`config.mk`:
```
export PLATFORM = sky130hd
export DESIGN_NAME = deinterleaver_top
export DESIGN_NICKNAME = d
export VERILOG_FILES = /design/src/rtl/deinterleaver_top.sv
export SDC_FILE = /design/constraint.sdc
export NUM_CORES = 1
export LEC_CHECK = 0
export BUFFER_PORTS_ARGS = -buffer_cell sky130_fd_sc_hd__buf_2
export CAP_MARGIN = 5
export CORE_AREA = 4 4 157 189
export DETAILED_ROUTE_END_ITERATION = 7
export DIE_AREA = 0 0 161 193
export GPL_TIMING_DRIVEN = 0
export PLACE_DENSITY = 0.82
export SLEW_MARGIN = 5
export SYNTH_ARGS = -nofsm -noshare
export SYNTH_HDL_FRONTEND = slang
export SYNTH_SLANG_ARGS = --single-unit
```
`constraint.sdc`:
```
create_clock -name clk -period 8.5 [get_ports clk]
set_input_delay 0.425 -clock clk [delete_from_list [all_inputs] [get_ports clk]]
set_output_delay 0.425 -clock clk [all_outputs]
set_load 0.05 [all_outputs]
```
`src/rtl/deinterleaver_top.sv`:
```
// rtl/deinterleaver_top.sv - WiMAX QPSK block deinterleaver with ping-pong bit store
// Writes arrive in channel order and are scattered into the bank; reads stream out sequentially.
module deinterleaver_top #(
  parameter int NCBPS = 192,
  parameter int NCPC  = 2,
  parameter int D     = 16
) (
  input  logic       clk,
  input  logic       resetN,
  input  logic       data_in,
  input  logic       valid_in,
  output logic       ready_out,
  output logic       data_out,
  output logic [7:0] data_out_index,
  output logic       valid_out,
  input  logic       ready_in
);

  localparam int S  = NCPC / 2;
  localparam int R  = NCBPS / D;
  localparam int AB = $clog2(D);
  localparam int BB = $clog2(R);
  localparam logic [AB-1:0] A_LAST   = AB'(D - 1);
  localparam logic [BB-1:0] B_LAST   = BB'(R - 1);
  localparam logic [7:0]    D_STEP   = 8'(D);
  localparam logic [7:0]    IDX_LAST = 8'(NCBPS - 1);

  generate
    if (S != 1) begin : g_span_check
      $fatal(1, "deinterleaver_top: second-permutation span must be 1");
    end
    if ((NCBPS % D) != 0 || NCBPS > 256) begin : g_size_check
      $fatal(1, "deinterleaver_top: NCBPS must be a multiple of D and at most 256");
    end
  endgenerate

  logic [NCBPS-1:0] bank0;
  logic [NCBPS-1:0] bank1;
  logic [1:0]       full;
  logic [1:0]       full_nxt;
  logic             wr_bank;
  logic             rd_bank;
  logic [AB-1:0]    a;
  logic [BB-1:0]    b;
  logic [7:0]       waddr;
  logic [7:0]       rd_cnt;
  logic             accept;
  logic             last_in;
  logic             load;
  logic             last_out;
  logic             rd_bit;

  assign ready_out = ~full[wr_bank];
  assign accept    = valid_in & ready_out;
  assign last_in   = accept & (a == A_LAST) & (b == B_LAST);
  assign load      = full[rd_bank] & (~valid_out | ready_in);
  assign last_out  = load & (rd_cnt == IDX_LAST);
  assign rd_bit    = rd_bank ? bank1[rd_cnt] : bank0[rd_cnt];

  // Writer only ever sets a non-full bank and reader only clears a full one, so both apply.
  always_comb begin
    full_nxt = full;
    if (last_in)  full_nxt[wr_bank] = 1'b1;
    if (last_out) full_nxt[rd_bank] = 1'b0;
  end

  // Bit store carries no reset; the full flags decide what is meaningful.
  always_ff @(posedge clk) begin
    if (accept) begin
      if (wr_bank) bank1[waddr] <= data_in;
      else         bank0[waddr] <= data_in;
    end
  end

  // Received j = R*a + b lands at original k = a + D*b, built by stepping D per bit.
  always_ff @(posedge clk) begin
    if (!resetN) begin
      full    <= 2'b00;
      wr_bank <= 1'b0;
      a       <= '0;
      b       <= '0;
      waddr   <= '0;
    end else begin
      full <= full_nxt;
      if (accept) begin
        if (last_in) begin
          wr_bank <= ~wr_bank;
          a       <= '0;
          b       <= '0;
          waddr   <= '0;
        end else if (b == B_LAST) begin
          b     <= '0;
          a     <= a + 1'b1;
          waddr <= 8'(a) + 8'd1;
        end else begin
          b     <= b + 1'b1;
          waddr <= waddr + D_STEP;
        end
      end
    end
  end

  always_ff @(posedge clk) begin
    if (!resetN) begin
      rd_bank        <= 1'b0;
      rd_cnt         <= '0;
      data_out       <= 1'b0;
      data_out_index <= '0;
      valid_out      <= 1'b0;
    end else if (load) begin
      data_out       <= rd_bit;
      data_out_index <= rd_cnt;
      valid_out      <= 1'b1;
      if (last_out) begin
        rd_bank <= ~rd_bank;
        rd_cnt  <= '0;
      end else begin
        rd_cnt <= rd_cnt + 8'd1;
      end
    end else if (ready_in) begin
      valid_out <= 1'b0;
    end
  end

endmodule

```
==> results.tsv <==
stage	metric	value	unit
synth	top post-synthesis cells by area	edfxtp_1 (63%), mux4_2 (11%), nor2_1 (8.5%)	
drt	DR vias	12130	
clock_network	Hold-fix buffers, CTS	0	
synth	count leader, synth	nor2_1	
layout	Area growth syn-to-layout	10.45	%
floorplanning	Initial Utilization	65.42	%
synth	Post-Syn Area	18210	sq um
grt	first-pass GRT wire length	73.37	mm
timing	Final Slew Violations	0	
timing	clock skew	0.01840	ns
grt	Overall Global Routing Usage	32.18	%
worst_hold_path	hold crit path type	primary input to register	
place	# port buffers	15	
worst_setup_path	WP buf/inv	3	
worst_setup_path	Crit Path Max Fanout	10	
layout	fin nets	1405	
floorplanning	area of the core	27830	sq um
power_and_ir_drop	Leak Pwr	5.951	nW
synth	commonest cells in the synthesized netlist	nor2_1 (414), edfxtp_1 (384), mux4_2 (86), clkbuf_1 (80), nand2_1 (76)	
grt	largest net degree at the start of global routing	188	
clock_network	H-tree levels	2	
layout	final core utilization	72.25	%
timing	relative slew slack	18.87	%
place	Cells after DPL	1729	
status	status	finished clean	
worst_setup_path	Worst setup SP type	register	
floorplanning	# IOs	16	
grt	vias in the first global route	12040	
synth	library cells used by synthesis	51	
synth	Mean Syn Cell Area	13.68	sq um
clock_network	TritonCTS buffer count	40	
floorplanning	Cell Rows	67	
place	HPWL after DPL	31.23	mm
layout	layout cells sized above 1	13.13	%
worst_setup_path	worst setup path class	register to register	
floorplanning	Die X-Extent	161	microns
timing	clock period minus worst slack	4.421	ns
drt	DR WL/cell	27.40	microns
synth	register area share after synthesis	67.51	%
drt	drt via density	6.727	
place	post-place setup slack	4.309	ns
place	Final Wtd Congestion	0.9770	
worst_setup_path	reg2reg path depth	9	
clock_network	clock tree sinks	422	
synth	syn_nets	1343	
floorplanning	die area	31070	sq um
timing	crit share post-route	52.01	%
clock_network	clock root cell	clkbuf_16	
synth	number of synthesized flops with an enable pin	384	
timing	Tightest Pin Transition	1.208	ns
drt	DRT Wirelength	49.41	mm
drt	antenna-violating nets left	0	
worst_setup_path	slowest cell delay on critical path	0.71	ns
clock_network	CTS tree	yes	
timing	Fin. Hold Viols	0	
synth	top_reg_cell synth	edfxtp_1	
worst_setup_path	Worst setup EP type	register	
drt	detailed-route DRC error count	0	
synth	asr flop ratio synth	0	%
floorplanning	Die Y	193	microns
worst_hold_path	beginning of the worst hold path	data_in	
drt	Initial DRC Count	2067	
grt	remaining global-route overflow	0	
synth	Mapped Cells	1331	
worst_setup_path	Arr. time, crit path	4.84	ns
grt	initial antenna violation count	0	
power_and_ir_drop	PD cells	202.2	nW/um^2
worst_setup_path	FF-to-FF setup slack	4.08	ns
worst_setup_path	CP delay by family, top	buffers and inverters	
worst_setup_path	CP Data Required Time	8.91	ns
clock_network	total setup buffers inserted after CTS	0	
layout	Antenna Cells	0	
power_and_ir_drop	Worst VDD drop	0.1369	mV
synth	FF+latch count, synth	422	
synth	Synth area leader	edfxtp_1	
layout	Layout Cells excl Fill	1803	
timing	max frequency	226.2	MHz
timing	Setup WS post-layout	4.079	ns
worst_setup_path	slowest CP cell	buf_1	
worst_setup_path	CP Cell Sequence	buf_2, buf_1, clkbuf_1, mux4_2, a221oi_1, o21ai_0, o22ai_1, a31oi_1, or4_1	
clock_network	clk slew on worst S/H paths	0.06	ns
worst_setup_path	RR Startpoint	rd_cnt[1]	
synth	post-synth top area share	63.33	%
timing	Setup-failing EPs final	0	
drt	drt pass-1 iters	8	
clock_network	post-CTS sizing	0	
worst_hold_path	hold path depth	1	
clock_network	later-pin clock latency in the skew report	0.55	ns
synth	synth warn	0	
timing	Setup TNS	0	ns
clock_network	CTS Buffer Depth	3	
worst_setup_path	R2R Path End	data_out	
run	max-cap violations	0	
timing	RSZ-0062 raised after global routing	no	
worst_hold_path	WHS Endpoint	bank1[191]	
[worst max path at each step]
stage                    from        end  slack [ns]  cells past startpoint
finish              rd_cnt[1]   data_out        4.08                      9
floorplan             wr_bank       a[0]        5.44                      8
CTS                 rd_cnt[1]   data_out        4.30                      9
detailed placement  rd_cnt[1]   data_out        4.31                      9
global route        rd_cnt[1]   data_out        4.18                      9
global placement      data_in  bank1[66]        3.47                      1
[layout make-up]
cell class / instances / area [sq um]
buffer: 101 / 426.7
sequential: 422 / 12290
clock inverter: 25 / 202.7
fill: 1699 / 7722
tap: 379 / 474.2
clock buffer: 48 / 1052
timing repair buffer: 20 / 160.2
inverter: 8 / 30.03
multi-input combinational: 800 / 5472
[registers in the layout, indices dropped and copies added, names as in the netlist]
register and cells:
a 4, b 4, bank0 192, bank1 192, data_out 1, data_out_index 8, full 2, rd_bank 1
rd_cnt 8, valid_out 1, waddr 8, wr_bank 1
[layer usage]
layer	track usage [%]	part of all wire, %
met1	40.35	32
met4	20.41	8.0
met2	51.64	47
met5	0	0
met3	7.272	13
[power by group]
group | switching, mW | leakage, nW | internal, mW
Clock | 0.763 | 0.624 | 0.979
Combinational | 0.0479 | 1.57 | 0.0113
Sequential | 0.00239 | 3.76 | 2.26
[cell families (layout without fill, tap and decap cells)]
group | after synthesis | after routing | synth area share, %
AND/OR/NAND/NOR | 562 | 562 | 12.49
XOR/XNOR | 14 | 14 | 0.6735
flip-flops | 422 | 422 | 67.51
adder cells (fa/ha/maj) | 7 | 7 | 0.4810
buffers and inverters | 109 | 202 | 2.508
multiplexers | 131 | 131 | 13.14
AO/OA/AOI/OAI | 86 | 86 | 3.196
[stage by stage]
step                      hold WS [ns]  instance area (sq um)  total power [mW]
after floorplan                 0.4397                  18210             2.328
after global placement          0.4442                  18760             2.369
after detailed placement        0.4532                  18850             2.367
after CTS                       0.2433                  20100             4.056
after global routing            0.2566                  20110             4.152
final                           0.2456                  20110             4.066
[placed cells by master, fill, tap and decap left out, types with 8 or more instances in the layout]
master     synthesis  routed
a22oi_1            8       8
dfxtp_1           38      38
a21oi_1           22      22
mux4_2            86      86
nor3_1            14      14
mux2i_1           41      41
nor2_1           414     414
clkinv_2           0      10
clkbuf_1          80      87
o22ai_1            8       8
buf_2              8      23
clkbuf_16          0      41
edfxtp_1         384     384
clkinv_1           2      11
nand3_1           12      12
nor2b_1           10      10
nand2_1           76      76
o221ai_1          13      13
(Power assumes the default switching activity.)
